===== config.mk =====
export PLATFORM = sky130hd
export DESIGN_NAME = main_control_fsm
export DESIGN_NICKNAME = d
export VERILOG_FILES = /design/src/rtl/cpu16_ctrl_pkg.sv /design/src/rtl/ctrl_wait_timer.sv /design/src/rtl/main_control_fsm.sv
export SDC_FILE = /design/constraint.sdc
export NUM_CORES = 1
export LEC_CHECK = 0
export CAP_MARGIN = 20
export CORE_MARGIN = 10
export CORE_UTILIZATION = 45
export DETAILED_ROUTE_END_ITERATION = 8
export GPL_TIMING_DRIVEN = 0
export PLACE_DENSITY = 0.8
export SETUP_SLACK_MARGIN = 0.02
export SYNTH_ARGS = -nofsm -noshare
export SYNTH_HDL_FRONTEND = slang
export SYNTH_SLANG_ARGS = --single-unit

===== constraint.sdc =====
create_clock -name clk -period 5.75 [get_ports clk]
set_clock_uncertainty 0.05 [all_clocks]
set_input_delay 0.575 -clock clk [delete_from_list [all_inputs] [get_ports clk]]
set_output_delay 0.575 -clock clk [all_outputs]
set_load 0.01 [all_outputs]

===== src/rtl/cpu16_ctrl_pkg.sv =====
// Shared encodings for the cpu16 main control FSM and the downstream ALU control.
// Latency: n/a (constants, types and a pure decode function only).
// Backpressure: n/a.
package cpu16_ctrl_pkg;

  // IR[15:12] opcodes; codes 8..15 are illegal
  localparam logic [3:0] OP_R    = 4'd0;
  localparam logic [3:0] OP_ADDI = 4'd1;
  localparam logic [3:0] OP_ORI  = 4'd2;
  localparam logic [3:0] OP_LW   = 4'd3;
  localparam logic [3:0] OP_SW   = 4'd4;
  localparam logic [3:0] OP_BEQ  = 4'd5;
  localparam logic [3:0] OP_BNE  = 4'd6;
  localparam logic [3:0] OP_J    = 4'd7;

  // alu_op codes, decoded further by ALU control
  localparam logic [1:0] ALU_ADD  = 2'd0;
  localparam logic [1:0] ALU_SUB  = 2'd1;
  localparam logic [1:0] ALU_FUNC = 2'd2;
  localparam logic [1:0] ALU_OR   = 2'd3;

  // ALU B-operand select
  localparam logic [1:0] SRCB_B      = 2'd0;
  localparam logic [1:0] SRCB_TWO    = 2'd1;
  localparam logic [1:0] SRCB_IMM    = 2'd2;
  localparam logic [1:0] SRCB_IMM_SH = 2'd3;

  // PC source select
  localparam logic [1:0] PC_ALU    = 2'd0;
  localparam logic [1:0] PC_ALUOUT = 2'd1;
  localparam logic [1:0] PC_JUMP   = 2'd2;

  typedef enum logic [3:0] {
    S_RST      = 4'd0,
    S_FETCH    = 4'd1,
    S_DECODE   = 4'd2,
    S_EXEC_R   = 4'd3,
    S_EXEC_I   = 4'd4,
    S_ALU_WB   = 4'd5,
    S_MEM_ADDR = 4'd6,
    S_MEM_RD   = 4'd7,
    S_MEM_WB   = 4'd8,
    S_MEM_WR   = 4'd9,
    S_BRANCH   = 4'd10,
    S_JUMP     = 4'd11
  } state_t;

  // Datapath control word (Moore part only)
  typedef struct packed {
    logic       pc_write;
    logic [1:0] pc_src;
    logic       ir_write;
    logic       mem_read;
    logic       mem_write;
    logic       iord;
    logic       reg_write;
    logic       reg_dst;
    logic       mem_to_reg;
    logic       alu_src_a;
    logic [1:0] alu_src_b;
    logic [1:0] alu_op;
  } ctrl_t;

  // States that wait on mem_ready and therefore run the bus timer
  function automatic logic is_wait_state(input state_t s);
    return (s == S_FETCH) || (s == S_MEM_RD) || (s == S_MEM_WR);
  endfunction

  // Moore control word for a state; opcode only matters once it is stable (post-DECODE)
  function automatic ctrl_t moore_ctrl(input state_t s, input logic [3:0] op);
    ctrl_t c;
    c = '0;
    case (s)
      S_FETCH: begin
        c.mem_read  = 1'b1;
        c.alu_src_b = SRCB_TWO;
        c.alu_op    = ALU_ADD;
        c.pc_src    = PC_ALU;
      end
      S_DECODE: c.alu_src_b = SRCB_IMM_SH;
      S_EXEC_R: begin
        c.alu_src_a = 1'b1;
        c.alu_src_b = SRCB_B;
        c.alu_op    = ALU_FUNC;
      end
      S_EXEC_I: begin
        c.alu_src_a = 1'b1;
        c.alu_src_b = SRCB_IMM;
        c.alu_op    = (op == OP_ORI) ? ALU_OR : ALU_ADD;
      end
      S_ALU_WB: begin
        c.reg_write = 1'b1;
        c.reg_dst   = (op == OP_R);
      end
      S_MEM_ADDR: begin
        c.alu_src_a = 1'b1;
        c.alu_src_b = SRCB_IMM;
      end
      S_MEM_RD: begin
        c.mem_read = 1'b1;
        c.iord     = 1'b1;
      end
      S_MEM_WB: begin
        c.reg_write  = 1'b1;
        c.mem_to_reg = 1'b1;
      end
      S_MEM_WR: begin
        c.mem_write = 1'b1;
        c.iord      = 1'b1;
      end
      S_BRANCH: begin
        c.alu_src_a = 1'b1;
        c.alu_src_b = SRCB_B;
        c.alu_op    = ALU_SUB;
        c.pc_src    = PC_ALUOUT;
      end
      S_JUMP: begin
        c.pc_write = 1'b1;
        c.pc_src   = PC_JUMP;
      end
      default: c = '0;
    endcase
    return c;
  endfunction

endpackage


===== src/rtl/ctrl_wait_timer.sv =====
// Bounded memory-wait timer: counts stalled cycles, flags the WAIT_MAX-th consecutive stall.
// Latency: expired is combinational from the count and stall in the same cycle.
// Backpressure: none; clear has priority over counting.
// Ports: clk, reset (sync, high), clear (zero the count), stall (count this cycle), expired.
module ctrl_wait_timer #(
  parameter int WAIT_MAX = 16
) (
  input  logic clk,
  input  logic reset,
  input  logic clear,
  input  logic stall,
  output logic expired
);

  localparam int CW = $clog2(WAIT_MAX);

  logic [CW-1:0] r_cnt;

  // Count WAIT_MAX-1 means this is the WAIT_MAX-th stalled cycle
  assign expired = stall && (r_cnt == CW'(WAIT_MAX - 1));

  always_ff @(posedge clk) begin
    if (reset || clear) begin
      r_cnt <= '0;
    end else if (stall) begin
      r_cnt <= r_cnt + 1'b1;
    end
  end

endmodule


===== src/rtl/main_control_fsm.sv =====
// Multi-cycle main control of the cpu16: fetch/decode/execute/memory/writeback sequencing.
// Latency: R/I 4, lw 5, sw 4, branch/jump 3 cycles with mem_ready high; memory states stall on it.
// Backpressure: FETCH/MEM_RD/MEM_WR hold for mem_ready, bounded by WAIT_MAX then bus_err.
// Ports: clk, reset, opcode, zero, mem_ready in; datapath enables, alu_op, illegal_op,
//        bus_err and state_o out. ir_write, pc_write (FETCH/BRANCH), illegal_op, bus_err are Mealy.
module main_control_fsm
  import cpu16_ctrl_pkg::*;
#(
  parameter int WAIT_MAX = 16
) (
  input  logic       clk,
  input  logic       reset,
  input  logic [3:0] opcode,
  input  logic       zero,
  input  logic       mem_ready,
  output logic       pc_write,
  output logic [1:0] pc_src,
  output logic       ir_write,
  output logic       mem_read,
  output logic       mem_write,
  output logic       iord,
  output logic       reg_write,
  output logic       reg_dst,
  output logic       mem_to_reg,
  output logic       alu_src_a,
  output logic [1:0] alu_src_b,
  output logic [1:0] alu_op,
  output logic       illegal_op,
  output logic       bus_err,
  output logic [3:0] state_o
);

  state_t r_state;
  ctrl_t  r_ctrl;
  state_t w_next;
  logic   w_in_wait, w_stall, w_clear, w_expired;
  logic   w_fetch_ok, w_br_take;

  assign w_in_wait = is_wait_state(r_state);
  assign w_stall   = w_in_wait && !mem_ready;
  // Count restarts on every state entry and after a timeout (FETCH re-enters itself then)
  assign w_clear   = !w_in_wait || (w_next != r_state) || w_expired;

  ctrl_wait_timer #(.WAIT_MAX(WAIT_MAX)) u_wait_timer (
    .clk     (clk),
    .reset   (reset),
    .clear   (w_clear),
    .stall   (w_stall),
    .expired (w_expired)
  );

  always_comb begin
    w_next = S_RST;
    case (r_state)
      S_RST:    w_next = S_FETCH;
      S_FETCH:  w_next = mem_ready ? S_DECODE : S_FETCH;
      S_DECODE: begin
        case (opcode)
          OP_R:            w_next = S_EXEC_R;
          OP_ADDI, OP_ORI: w_next = S_EXEC_I;
          OP_LW, OP_SW:    w_next = S_MEM_ADDR;
          OP_BEQ, OP_BNE:  w_next = S_BRANCH;
          OP_J:            w_next = S_JUMP;
          default:         w_next = S_FETCH;
        endcase
      end
      S_EXEC_R, S_EXEC_I: w_next = S_ALU_WB;
      S_MEM_ADDR: w_next = (opcode == OP_LW) ? S_MEM_RD : S_MEM_WR;
      // mem_ready beats the timeout when both land in the same cycle
      S_MEM_RD:   w_next = mem_ready ? S_MEM_WB : (w_expired ? S_FETCH : S_MEM_RD);
      S_MEM_WR:   w_next = (mem_ready || w_expired) ? S_FETCH : S_MEM_WR;
      S_ALU_WB, S_MEM_WB, S_BRANCH, S_JUMP: w_next = S_FETCH;
      default:    w_next = S_RST;
    endcase
  end

  // Moore outputs are registered alongside the state so they change with it
  always_ff @(posedge clk) begin
    if (reset) begin
      r_state <= S_RST;
      r_ctrl  <= '0;
    end else begin
      r_state <= w_next;
      r_ctrl  <= moore_ctrl(w_next, opcode);
    end
  end

  assign w_fetch_ok = (r_state == S_FETCH) && mem_ready;
  assign w_br_take  = (r_state == S_BRANCH) && ((opcode == OP_BEQ) ? zero : !zero);

  assign pc_write   = r_ctrl.pc_write | w_fetch_ok | w_br_take;
  assign ir_write   = r_ctrl.ir_write | w_fetch_ok;
  assign pc_src     = r_ctrl.pc_src;
  assign mem_read   = r_ctrl.mem_read;
  assign mem_write  = r_ctrl.mem_write;
  assign iord       = r_ctrl.iord;
  assign reg_write  = r_ctrl.reg_write;
  assign reg_dst    = r_ctrl.reg_dst;
  assign mem_to_reg = r_ctrl.mem_to_reg;
  assign alu_src_a  = r_ctrl.alu_src_a;
  assign alu_src_b  = r_ctrl.alu_src_b;
  assign alu_op     = r_ctrl.alu_op;
  assign illegal_op = (r_state == S_DECODE) && opcode[3];
  assign bus_err    = w_expired;
  assign state_o    = r_state;

endmodule


# Word level (Yosys, flattened, before mapping)
# Memory sizes are Yosys's and may differ from the RTL's.
# Index checks and enable logic that the tools add are counted.
# classes
muxes	19
n_bitwise	4
reduce_logical	24
eq_ne	27
addsub	1
# ops
cell	count
$eq 4x3->1 const B	9
$eq 4x4->1 const B	9
$pmux 4 s7	1
$eq 4x2->1 const B	6
$mux 4	4
$pmux 2 s3	2
$reduce_or 2->1	6
$eq 4x1->1 const B	2
$logic_not 4->1	2
$mux 1	8
$logic_or 1x1->1	6
$logic_and 1x1->1	5
$reduce_or 5->1	1
$add 4x1->4 const B	1
$mux 2	2
$ne 4x4->1	1
$pmux 2 s2	1
$reduce_or 4->1	1
$logic_not 1->1	3
$mux 3	1
$or 1x1->1	3
$not 1->1	1
# totals
register_bits	23
elab_cells	90
inputBits	8
output_inout_bits	21
romBits	32
memories	1
# memory_table
memory	depth	word_bits	rd	rd_ports_with_merged_regs	write_ports	line	source
(name not given)	8	4	1	0	0	main_control_fsm.sv:58	case (opcode)

# Depth between registers and ports, before layout
# Gate-level depths: netlist of run 1.
# depth
ltp_word	12
mapped_depth	8

# By module
# From an unflattened synthesis of run 1, not the netlist that was laid out.
# hier_totals
cells_unflattened	126
hier_area_um2	1156.1
# by_module_without_submodules
module	instances	cells_each	area_per_inst_um2	seq_area_each_um2
main_control_fsm	1	109	969.7	340.3
ctrl_wait_timer	1	17	186.4	80.1

# Worst setup path after synthesis of run 1
# OpenSTA, ideal clock, no wires.
# synth_path
path_kind	input to register
from	in opcode[0]
to	reg r_ctrl, in the netlist alu_op[1]
n_path_buf	0
setup_slack_ns	3.503
required_time_ns	5.629
arrival_ns	2.126
cell_stages	6
cell_sequence	ha_1 nor4b_1 a21o_1 a221o_1 or4_1 a21oi_1
# synth_via
elab_chain_len	5
word_cells_on_any_way	11
# synth_rtl
item	line	source
start: declaration	main_control_fsm.sv:13	input logic [3:0] opcode,
$mem_v2 8x4 / $eq 4x2->1 (equally long branches)	-	
$mux 4, on equally long branches	main_control_fsm.sv:58, main_control_fsm.sv:68	
$pmux 4 s7	main_control_fsm.sv:54	case (r_state)
$eq 4x4->1 (tied with other cells)	cpu16_ctrl_pkg.sv:73	case (s)
$pmux 2 s3 (*)	cpu16_ctrl_pkg.sv:73	
end signal: assignment	main_control_fsm.sv:84	r_ctrl <= moore_ctrl(w_next, opcode);
end: declaration	main_control_fsm.sv:34	ctrl_t r_ctrl;
# Mark *: on every way between the ends. The rest lies on a longest branch, timed or not.
# A chain may end at the register's enable or synchronous reset.

# Worst setup path in the final report of run 1
# layout_path
from	in mem_ready
to	out pc_write
# layout_via
elab_chain_len	3
# layout_rtl
item	line	source
start: declaration	main_control_fsm.sv:15	input logic mem_ready,
$logic_and 1x1->1	main_control_fsm.sv:88	assign w_fetch_ok = (r_state == S_FETCH) && mem_ready;
$or 1x1->1 (2 in series)	main_control_fsm.sv:91	assign pc_write = r_ctrl.pc_write | w_fetch_ok | w_br_take;
end: declaration	main_control_fsm.sv:16	output logic pc_write,
# No other way between the ends.

==> flow_summary.json, run 1 <==
{
  "synth_area_leader_cell": "dfxtp_1",
  "synth_fp_nets": 144,
  "p_clk_share_pct": 34.3,
  "ys.flop_type": "dfxtp_1",
  "ys_warn_count": 0,
  "dr.pass1.iters": 4,
  "cts_root_buf": "clkbuf_4",
  "pin_count": 29,
  "utilization_pct": 61.46,
  "period_needed_ps": 3017,
  "final_antenna_net_count": 0,
  "cts.path.max_buffers": 2,
  "drtIter0Drc": 26,
  "async_reset_ff_share_pct": 0,
  "ys_top_cells_by_area": "dfxtp_1 (38%), ha_1 (5.4%), buf_4 (5.2%)",
  "die_area_um2": 5016,
  "switchingPower_uw": 82.11,
  "combPwrFrac_pct": 19.1,
  "power_density_nw_per_um2": 225.3,
  "synth_edf_count": 0,
  "fillers": 227,
  "fin_nets": 176,
  "drt_wl_total_um": 2661,
  "synthToLayoutAreaGrowth_pct": 31.00,
  "clk_pin_slew_ps": 120,
  "outcome": "complete, no violations",
  "slowest_delay_ps": 600,
  "synth_seq_cells": 22,
  "synth_area_um2": 1162,
  "hold_buffers": 0,
  "crit_slowest_cell": "clkdlybuf4s50_1",
  "p_int_uw": 260.9,
  "cts.sinks": 22,
  "vias": 1043,
  "maxSlewViolCount": 0,
  "stdcell_count": 192,
  "max_freq_mhz": 331.4,
  "numPortBuffers": 27,
  "crit_path_frequent_cell": "clkdlybuf4s50_1",
  "grt_usage_pct": 10.63,
  "cts_tree": "yes",
  "maxCapViolations": 0,
  "dp_slack_ps": 2759,
  "grt_max_degree": 14,
  "avgSynthCellArea_um2": 8.873,
  "dpl.cell_count": 188,
  "first_global_vias": 977,
  "crit_family": "buffers and inverters",
  "fin_crit_sh_pct": 52.48,
  "post-dp-hpwl_um": 2108,
  "yosysMostFrequentCell": "dfxtp_1",
  "cts-resized-gates": 0,
  "clock_latency_ps": 300,
  "dpl-instance-area_um2": 1470,
  "die_w_um": 70.83,
  "start_kind": "input port",
  "power.total_uw": 343.0,
  "path_cells": "clkdlybuf4s50_1, nand4bb_1, nor2_1, a311o_1, clkdlybuf4s50_1",
  "post_cts_buffers": 0,
  "crit_path_end_kind": "output pin",
  "hold_viol_final": 0,
  "seqPwrFrac_pct": 46.6,
  "antenna_cells": 0,
  "layout_setup_ws_ps": 2733,
  "ys_seq_area_share_pct": 37.89,
  "synth_top_cells_by_count": "dfxtp_1 (22), nor2_1 (16), buf_4 (8), nand2_1 (8)",
  "vdd_ir_drop_max_uv": 121.7,
  "setup_violations": 0,
  "ys_types": 44,
  "viasPerCell": 5.432,
  "grt_pass1_wl_um": 4574,
  "core_um2": 2477,
  "slew_headroom_pct": 56.56,
  "cp.arrival_ps": 2390,
  "p_sw_share_pct": 23.94,
  "fin_hold_ws_ps": 459.3,
  "antenna_found_initial": 0,
  "setup_tns_ps": 0,
  "grt_setup_unrepaired": "false",
  "worst_ep_required_time_ps": 5120,
  "path_max_fanout": 5,
  "cts_made_buffers": 3,
  "max_slew.worst_pin.slew_ps": 651.6,
  "syn_inst": 131,
  "h-tree-depth": 1,
  "num_rows": 18,
  "p_leak_nw": 0.5969,
  "drc": 0,
  "avgRoutedWirePerCell_um": 13.86,
  "place.gp.congestion": 0.8612,
  "start_util_pct": 46.92,
  "layout-drive-gt1-share_pct": 11.73,
  "finalInstanceArea_um2": 1523,
  "worst_hold_path_type": "reg2reg",
  "crit_type": "in2out",
  "cp_num_buf_inv": 2,
  "overflow": 0,
  "synth_top_area_share_pct": 37.89,
  "dieHeight_um": 70.83
}
==> layer usage <==
layer | GRT usage [%] | part of all wire (%) | vias to the layer above | wire length [µm]
li1 | - | - | 520 | -
met2 | 18.30 | 49 | 39 | 1301
met3 | 3.626 | 8.0 | 7 | 213
met5 | 0 | 0 | - | 0
met4 | 3.226 | 1.1 | 0 | 29
met1 | 12.02 | 42 | 477 | 1115
==> layout by cell type, fill, tap and decap left out, types with 2 or more instances in the layout <==
cell,n
dfxtp_1,22
xor2_1,3
buf_6,2
nand2_1,8
a21oi_1,6
nand2b_1,3
clkbuf_4,3
inv_1,6
nor2_1,16
buf_4,8
a221o_1,2
o21ai_0,2
nand3_1,4
ha_1,5
o22ai_1,3
o31a_1,2
nand3b_1,2
xnor2_1,2
and2_1,2
nand4_1,3
clkbuf_1,3
nor3_1,4
clkdlybuf4s50_1,27
==> cells by family (layout without fill, tap and decap cells) <==
logic type      count (synthesis)  after routing  synth area share [%]
flops                          22             22                 37.89
mux                             1              1                0.8612
simple gates                   54             54                 26.80
xor+xnor                        5              5                 3.768
compound gates                 24             24                 14.86
fa+ha+maj                       5              5                 5.382
buf+inv                        20             51                 10.44
==> power by group through the flow <==
| stage | clock (mW) | combinational [mW] | sequential, mW |
|---|---|---|---|
| floorplan | 0 | 0.0377 | 0.165 |
| global placement | 0 | 0.0636 | 0.163 |
| detailed placement | 0 | 0.0651 | 0.163 |
| CTS | 0.118 | 0.0655 | 0.160 |
| global route | 0.124 | 0.0723 | 0.160 |
| finish | 0.118 | 0.0656 | 0.160 |
==> area by class of cell <==
class                           count  area [µm²]  area share (%)
Timing Repair Buffer               27       270.3           17.75
Clock buffer                        3       22.52           1.479
Buffer                             14       98.84           6.491
Multi-Input combinational cell     89       600.6           39.44
Sequential cell                    22       440.4           28.92
Clock inverter                      1       30.03           1.972
Inverter                            6       22.52           1.479
Tap cell                           30       37.54           2.465
==> final timing paths <==
| path | from | to | slack, ps | depth (start not counted) |
|---|---|---|---|---|
| worst max register to register | u_wait_timer.r_cnt[0] | alu_op[1] | 3530 | 6 |
| worst min register to register | u_wait_timer.r_cnt[1] | u_wait_timer.r_cnt[1] | 460 | 2 |
| worst min-delay path | u_wait_timer.r_cnt[1] | u_wait_timer.r_cnt[1] | 460 | 2 |
| worst max-delay path | mem_ready | pc_write | 2730 | 5 |
==> worst register-to-register path, delay by kind of cell (launching register included) <==
| family | cells | cell delay [ps] |
|---|---|---|
| AO/OA/AOI/OAI | 3 | 850 |
| flip-flops | 1 | 400 |
| adder cells (fa/ha/maj) | 1 | 180 |
| AND/OR/NAND/NOR | 2 | 680 |
No activity file was read; power rests on OpenSTA's default activity.
==> run 2, diff against run 1 <==
- clock period: 5.75 -> 2.8 ns (I/O delays scaled with it)
==> results of run 2 <==
Same layout as run 1 (identical final DEF). Status: complete, no violations.
Among the figures that moved: setup slack after placement 2759 ps -> 175.8 ps; setup slack after layout 2733 ps -> 372.6 ps; hold slack 459.3 ps -> 324.1 ps; register-to-register setup slack 3530 ps -> 580 ps; end point of the worst hold path u_wait_timer.r_cnt[1] -> reg_dst; total power 0.3430 mW -> 0.7044 mW; worst IR drop on VDD 121.7 µV -> 249.9 µV
==> run 3, diff against run 2 <==
- CORE_MARGIN: 10 -> unset
- RECOVER_POWER: unset -> 100
==> run 3 against run 2 <==
Net effect: total power shrank 11%; flip-flop and latch count is the same; critical path type unchanged; maximum frequency shrank 1.8%; combinational power decreased by 5%; critical endpoint unchanged.
==> flow_summary.json, run 3 (synthesized netlist as in run 1, its figures left out) <==
{
  "synthToLayoutAreaGrowth_pct": 29.60,
  "avgRoutedWirePerCell_um": 12.20,
  "r2r_setup_slack_ps": 580,
  "r2r_cells": 6,
  "fin_nets": 176,
  "post_cts_buffers": 0,
  "setup_tns_ps": 0,
  "seqPwrFrac_pct": 52.6,
  "grt_pass1_wl_um": 3843,
  "cts_root_buf": "clkbuf_4",
  "layout-drive-gt1-share_pct": 11.73,
  "numPortBuffers": 27,
  "power_density_nw_per_um2": 414.0,
  "first_global_vias": 918,
  "finalInstanceArea_um2": 1506,
  "combPwrFrac_pct": 20.5,
  "place.gp.congestion": 0.8986,
  "p_int_uw": 465.0,
  "num_rows": 18,
  "dpl-instance-area_um2": 1470,
  "worst_hold_path_type": "in2reg",
  "die_area_um2": 2790,
  "maxSlewViolCount": 0,
  "cts-resized-gates": 0,
  "hold_buffers": 0,
  "cts.sinks": 22,
  "dpl.cell_count": 188,
  "cts_made_buffers": 3,
  "p_sw_share_pct": 25.44,
  "fillers": 226,
  "cp.arrival_ps": 2140,
  "drc": 0,
  "maxCapViolations": 0,
  "worst_ep_required_time_ps": 2470,
  "overflow": 0,
  "crit_path_end_kind": "output pin",
  "grt_setup_unrepaired": "false",
  "endpoint": "pc_write",
  "slew_headroom_pct": 55.74,
  "start_kind": "input port",
  "antenna_found_initial": 0,
  "clk_pin_slew_ps": 110,
  "utilization_pct": 61.37,
  "clock_latency_ps": 300,
  "grt_max_degree": 13,
  "antenna_cells": 0,
  "cts_tree": "yes",
  "dr.pass1.iters": 4,
  "power.total_uw": 623.6,
  "viasPerCell": 5.375,
  "hold_viol_final": 0,
  "switchingPower_uw": 158.6,
  "fin_crit_sh_pct": 88.30,
  "final_antenna_net_count": 0,
  "cts.path.max_buffers": 2,
  "core_um2": 2455,
  "grt_usage_pct": 18.90,
  "setup_violations": 0,
  "vias": 1032,
  "dieHeight_um": 52.83,
  "crit_type": "in2out",
  "stdcell_count": 192,
  "outcome": "complete, no violations",
  "max_slew.worst_pin.slew_ps": 663.9,
  "p_leak_nw": 0.6518,
  "path_max_fanout": 3,
  "r2r_end": "alu_op[1]",
  "p_clk_share_pct": 27.0,
  "pin_count": 29,
  "vdd_ir_drop_max_uv": 325.1,
  "die_w_um": 52.83,
  "start_util_pct": 47.35,
  "cp-startpoint": "opcode[0]",
  "h-tree-depth": 1,
  "drtIter0Drc": 24,
  "post-dp-hpwl_um": 1875,
  "max_freq_mhz": 404.4,
  "period_needed_ps": 2473,
  "timing.rr.start": "u_wait_timer.r_cnt[0]",
  "final_cell_mix": "dfxtp_1 (22), dlygate4sd3_1 (22), nor2_1 (16)",
  "drt_wl_total_um": 2342
}
run 3: cell types whose count changed in the layout (fill, tap and decap cells not counted), sizes merged:
cell           previous run  this run
clkdlybuf4s50            27         5
dlygate4sd3               0        22
bufinv                    1         0
clkbuf                    6         7
run 3: how the worst min path moves through the flow:
| stage | from | end | slack, ps | cells after the start |
|---|---|---|---|---|
| floorplan | opcode[3] | reg_dst | 390 | 3 |
| global placement | u_wait_timer.r_cnt[1] | u_wait_timer.r_cnt[1] | 420 | 2 |
| detailed placement | u_wait_timer.r_cnt[1] | u_wait_timer.r_cnt[1] | 430 | 2 |
| CTS | opcode[2] | reg_dst | 310 | 4 |
| global route | opcode[2] | reg_dst | 340 | 4 |
| finish | opcode[2] | reg_dst | 320 | 4 |
run 3: power groups by stage:
stage | sequential [mW] | combinational, mW | clock (mW)
after floorplan | 0.339 | 0.0774 | 0
after global placement | 0.335 | 0.129 | 0
after detailed placement | 0.336 | 0.132 | 0
after CTS | 0.328 | 0.132 | 0.175
after global routing | 0.329 | 0.139 | 0.188
final | 0.328 | 0.128 | 0.168
run 3: per-layer routing:
metal / vias to the layer above / global-route usage (%) / wire length (µm)
met4: 0 / 8.772 / 20
li1: 521 / - / -
met1: 476 / 23.78 / 1069
met5: - / 0 / 0
met2: 31 / 31.43 / 1175
met3: 4 / 2.609 / 77
run 3: through the flow:
stage	hold WS, ps	setup WS [ps]
floorplan	392.5	796.4
global placement	416.2	259.7
detailed placement	431.1	219.0
CTS	310.4	423.8
global route	341.2	204.5
finish	321.7	327.5
run 3: critical path: stages:
cell and delay (ps):
dlygate4sd3_1 570, ha_1 150, nand3_1 80, xor2_1 150
a311o_1 300, dlygate4sd3_1 610
run 3: area by class of cell:
cell class / count / area (µm²) / area share [%]
Multi-Input combinational cell: 89 / 600.6 / 39.87
Sequential cell: 22 / 440.4 / 29.24
Timing Repair Buffer: 27 / 270.3 / 17.94
Buffer: 14 / 98.84 / 6.561
Tap cell: 30 / 37.54 / 2.492
Clock buffer: 4 / 36.28 / 2.409
Inverter: 6 / 22.52 / 1.495
